### config.mk
export PLATFORM = sky130hd
export DESIGN_NAME = iseq_dispatcher_mc
export DESIGN_NICKNAME = d
export VERILOG_FILES = /design/src/rtl/iseq_dispatcher_mc.sv
export SDC_FILE = /design/constraint.sdc
export NUM_CORES = 1
export LEC_CHECK = 0
export CAP_MARGIN = 20
export CORE_ASPECT_RATIO = 0.8
export CORE_MARGIN = 1
export CORE_UTILIZATION = 30
export CTS_CLUSTER_SIZE = 16
export DETAILED_ROUTE_END_ITERATION = 8
export HOLD_SLACK_MARGIN = 0.15
export PLACE_DENSITY = 0.64
export SYNTH_ARGS = -nofsm -noshare
export SYNTH_HDL_FRONTEND = slang
export SYNTH_SLANG_ARGS = --single-unit
### constraint.sdc
create_clock -name clk -period 2.9 [get_ports clk]
set_clock_uncertainty 0.2 [all_clocks]
set_input_delay 0.435 -clock clk [delete_from_list [all_inputs] [get_ports clk]]
set_output_delay 0.435 -clock clk [all_outputs]
set_load 0.1 [all_outputs]
### src/rtl/iseq_dispatcher_mc.sv
// Multi-channel instruction-sequence dispatcher: pops FWFT FIFOs into one-entry
// ready/valid stages per channel, with masking, abort/flush and a saturating counter.
module iseq_dispatcher_mc #(
    parameter int NUM_CH      = 2,
    parameter int INSTR_WIDTH = 32,
    parameter int CNT_WIDTH   = 16
) (
    input  logic                          clk,
    input  logic                          rst,
    input  logic                          process_iseq,
    input  logic                          abort,
    input  logic [NUM_CH-1:0]             ch_mask,
    output logic                          busy,
    output logic                          done,
    output logic                          aborted,
    output logic [NUM_CH-1:0]             fifo_rd,
    input  logic [NUM_CH-1:0]             fifo_empty,
    input  logic [NUM_CH*INSTR_WIDTH-1:0] fifo_data,
    output logic [NUM_CH-1:0]             disp_en,
    output logic [NUM_CH*INSTR_WIDTH-1:0] disp_instr,
    input  logic [NUM_CH-1:0]             disp_ack,
    output logic [CNT_WIDTH-1:0]          disp_count,
    output logic [1:0]                    dbg_state
);

    typedef enum logic [1:0] {
        S_IDLE  = 2'd0,
        S_RUN   = 2'd1,
        S_FLUSH = 2'd2,
        S_DONE  = 2'd3
    } state_t;

    localparam int SW = CNT_WIDTH + 4;
    localparam logic [CNT_WIDTH-1:0] CNT_MAX = {CNT_WIDTH{1'b1}};

    // Stage handshake: disp_en is valid; a word is consumed on the cycle disp_ack is
    // high while disp_en is high; disp_en never drops before that cycle.
    state_t                          state_q, state_d;
    logic [NUM_CH-1:0]               mask_q, mask_d;
    logic [NUM_CH-1:0]               valid_q, valid_d;
    logic [NUM_CH*INSTR_WIDTH-1:0]   data_q, data_d;
    logic [CNT_WIDTH-1:0]            cnt_q, cnt_d;
    logic                            aborted_q, aborted_d;

    logic [NUM_CH-1:0] stage_ready;
    logic [NUM_CH-1:0] accepted;
    logic [NUM_CH-1:0] load;
    logic              run_complete;
    logic              flush_complete;
    logic [3:0]        acc_cnt;
    logic [SW-1:0]     sum;

    always_comb begin
        stage_ready    = ~valid_q | disp_ack;
        accepted       = valid_q & disp_ack;
        run_complete   = &((~mask_q | fifo_empty) & stage_ready);
        flush_complete = &(fifo_empty & stage_ready);

        fifo_rd = '0;
        case (state_q)
            S_RUN:   fifo_rd = mask_q & ~fifo_empty & stage_ready;
            S_FLUSH: fifo_rd = ~fifo_empty;
            default: fifo_rd = '0;
        endcase
        load = (state_q == S_RUN) ? fifo_rd : '0;
    end

    always_comb begin
        state_d   = state_q;
        mask_d    = mask_q;
        aborted_d = 1'b0;
        case (state_q)
            S_IDLE: begin
                if (process_iseq) begin
                    state_d = S_RUN;
                    mask_d  = ch_mask;
                end
            end
            S_RUN: begin
                if (abort) begin
                    state_d = S_FLUSH;
                end else if (run_complete) begin
                    state_d = S_DONE;
                end
            end
            S_FLUSH: begin
                if (flush_complete) begin
                    state_d   = S_IDLE;
                    aborted_d = 1'b1;
                end
            end
            S_DONE:  state_d = S_IDLE;
            default: state_d = S_IDLE;
        endcase
    end

    // Simultaneous ack and load keeps the stage full, giving one word per cycle.
    always_comb begin
        valid_d = load | (valid_q & ~disp_ack);
        data_d  = data_q;
        for (int i = 0; i < NUM_CH; i++) begin
            if (load[i]) begin
                data_d[i*INSTR_WIDTH +: INSTR_WIDTH] = fifo_data[i*INSTR_WIDTH +: INSTR_WIDTH];
            end
        end
    end

    always_comb begin
        acc_cnt = '0;
        for (int i = 0; i < NUM_CH; i++) begin
            acc_cnt = acc_cnt + {3'b000, accepted[i]};
        end
        sum   = {4'b0000, cnt_q} + {{CNT_WIDTH{1'b0}}, acc_cnt};
        cnt_d = cnt_q;
        if (state_q == S_IDLE && process_iseq) begin
            cnt_d = '0;
        end else if (state_q == S_RUN || state_q == S_FLUSH) begin
            cnt_d = (sum > {4'b0000, CNT_MAX}) ? CNT_MAX : sum[CNT_WIDTH-1:0];
        end
    end

    always_ff @(posedge clk or negedge rst) begin
        if (!rst) begin
            state_q   <= S_IDLE;
            mask_q    <= '1;
            valid_q   <= '0;
            data_q    <= '0;
            cnt_q     <= '0;
            aborted_q <= 1'b0;
        end else begin
            state_q   <= state_d;
            mask_q    <= mask_d;
            valid_q   <= valid_d;
            data_q    <= data_d;
            cnt_q     <= cnt_d;
            aborted_q <= aborted_d;
        end
    end

    assign busy       = (state_q == S_RUN) || (state_q == S_FLUSH);
    assign done       = (state_q == S_DONE);
    assign aborted    = aborted_q;
    assign disp_en    = valid_q;
    assign disp_instr = data_q;
    assign disp_count = cnt_q;
    assign dbg_state  = state_q;

endmodule

==> flow_metrics.py <==
metrics = {
    "die": {
        "die_y_um": 102,
        "io_pins": 163,
        "die_w_um": 128,
        "core_um2": 12300,
        "start_util": 0.309,
        "rows": 36,
        "die_area_um2": 13100,
    },
    "timing": {
        "finalMaxSlewViolations": 0,
        "min_period_ns": 2.59,
        "finalSetupTns_ns": 0,
        "hold_violations": 0,
        "rsz0062_at_grt": "false",
        "fin_crit_sh": 0.892,
        "worst_slack_ns": 0.312,
        "slew_headroom": 0.612,
        "fmax_mhz": 386,
        "worst_pin_slew_ns": 0.581,
        "setup_viol": 0,
        "hold_slack_ns": 0.290,
    },
    "synthesis": {
        "syn_area_per_cell_um2": 13.1,
        "syn_inst": 289,
        "synth_edf_count": 0,
        "yosys_warnings": 0,
        "ys_async_sr_fraction": 1.00,
        "yosys_most_used_dff": "dfrtp_1",
        "ys_seq_area_frac": 0.576,
        "syn_area_um2": 3780,
        "yosysUniqueCellTypes": 43,
        "syn-num-nets": 369,
        "ys_ff_latch": 87,
    },
    "clock_tree": {
        "cts-resized-gates": 0,
        "clkTransAtPathRegs_ns": 0.06,
        "numClockSinks": 87,
        "cts.htree.levels": 3,
        "clk_latency_ns": 0.33,
        "cts-root-buf": "clkbuf_16",
        "cts_tree": "yes",
        "cts_max_path_buffers": 2,
        "cts_post_setup_buffers_inserted": 0,
        "cts_buffers": 9,
        "cts_hold_buf": 1,
    },
    "cells_and_area": {
        "seqCellArea_um2": 2190,
        "fillers": 1148,
        "diodes": 0,
        "multiInputGateArea_um2": 1550,
        "nets": 539,
        "final_layout_size_suffix_gt1_frac": 0.433,
        "area_growth_pct": 53.4,
        "fin_util": 0.473,
    },
    "worst_setup_path": {
        "path_max_fanout": 4,
        "cp_data_arrival_time_ns": 2.63,
        "path_class": "in2reg",
        "crit_path_end_kind": "register",
        "cp-start-kind": "input pin",
        "cp.required_ns": 2.95,
    },
    "global_route": {
        "grt_pass1_vias": 2983,
        "overflow": 0,
        "grt_max_degree": 47,
        "grt_usage": 0.150,
        "grt_pass1_wl_um": 15100,
        "antenna_found_initial": 0,
    },
    "placement": {
        "dp_hpwl_um": 7070,
        "port-buffer-count": 162,
        "dp_slack_ns": -0.0414,
        "routabilityCongestion": 0.825,
    },
    "route": {
        "wl_um": 9570,
        "drc": 0,
        "vias": 2980,
        "drtIter0Drc": 110,
        "via_per_inst": 4.69,
        "drt-pass1-iter-count": 4,
        "final_antenna_net_count": 0,
        "detail_route.wl_per_cell_um": 15.1,
    },
    "run_status": {
        "outcome": "complete, no violations",
    },
    "min_path": {
        "hold_class": "reg2reg",
    },
    "flow_run": {
        "max_cap_violations": 0,
    },
}
[cells in the final DEF, fill, tap and decap left out, types with 6 or more instances in the layout]
| cell type | netlist | routed |
|---|---|---|
| a211oi_1 | 6 | 6 |
| a31oi_1 | 12 | 12 |
| buf_4 | 0 | 94 |
| clkbuf_16 | 0 | 9 |
| clkdlybuf4s50_1 | 0 | 72 |
| dfrtp_1 | 85 | 80 |
| inv_1 | 9 | 7 |
| mux2_2 | 65 | 65 |
| nand2_1 | 12 | 12 |
| nor2_1 | 9 | 9 |
| nor3_1 | 7 | 7 |
| o21ai_0 | 9 | 9 |
[critical path, cell delays in order]
cell and delay (ns):
clkdlybuf4s50_1 0.50, nand2_1 0.09, fa_1 0.42, inv_1 0.07
ha_1 0.16, nand4_1 0.12, or4_4 0.46, and4_1 0.18
a211oi_2 0.21
[layout make-up]
class                   instances  share of cell area
flip-flops and latches         87               0.378
clock buffers                  10              0.0395
multi-input cells             180               0.268
repair buffers                172               0.265
inverters                       9             0.00669
well taps                     171              0.0369
clock inverters                 6             0.00626
[cells by family after synthesis]
| family | share of synthesized area |
|---|---|
| flops | 0.576 |
| fa+ha+maj | 0.0218 |
| xor+xnor | 0.00232 |
| compound gates | 0.0629 |
| mux | 0.196 |
| simple gates | 0.114 |
| buf+inv | 0.0258 |
[registers in the layout (all words and copies together) (netlist names)]
name        flops
mask_q          2
disp_en         2
aborted         1
disp_instr     64
disp_count     16
dbg_state       2
[path summary, 6_finish.rpt]
kind / startpoint / endpoint / slack, ns / cells after the start
max in group asynchronous: rst / disp_instr[15] / 1.41 / 3
min in group asynchronous: rst / disp_count[10] / 0.45 / 2
worst max-delay path: disp_ack[0] / disp_count[15] / 0.31 / 9
worst min register to register: mask_q[1] / mask_q[1] / 0.29 / 2
worst max register to register: disp_count[0] / disp_count[15] / 0.53 / 8
worst min-delay path: mask_q[1] / mask_q[1] / 0.29 / 2
[per-stage QoR]
stage / instance area (um^2) / cells
global placement: 5520 / 618
detailed placement: 5520 / 618
CTS: 5800 / 635
global route: 5800 / 635
finish: 5800 / 635
floorplan: 3840 / 289
[synthesized netlist by cell type (2+ instances only)]
cell,count,share of area
inv_1,9,0.0089
nand2_1,12,0.012
dfstp_2,2,0.014
and3_1,4,0.0066
nor3_1,7,0.0093
nor2_1,9,0.0089
mux2_2,65,0.19
and4_1,3,0.0070
and2_1,3,0.0050
clkbuf_1,6,0.0060
nand2b_1,2,0.0033
nand4_1,5,0.0083
a211oi_1,6,0.012
a21oi_1,5,0.0066
nor4_1,3,0.0050
o21ai_0,9,0.012
or2_2,2,0.0033
nand3_1,3,0.0040
ha_1,5,0.017
a31oi_1,12,0.020
nor2b_1,4,0.0066
nor3b_1,2,0.0040
buf_2,6,0.0079
dfrtp_1,85,0.56
and4b_1,2,0.0053
[routing by layer]
| metal | global-route usage | routed length (um) |
|---|---|---|
| met5 | 0 | 0 |
| met1 | 0.195 | 4210 |
| met2 | 0.229 | 4340 |
| met3 | 0.0634 | 949 |
| met4 | 0.0412 | 77 |
Power is left out: the tool's default activity adds up to more than one toggle a clock period on the data nets, which glitch-free logic cannot reach.
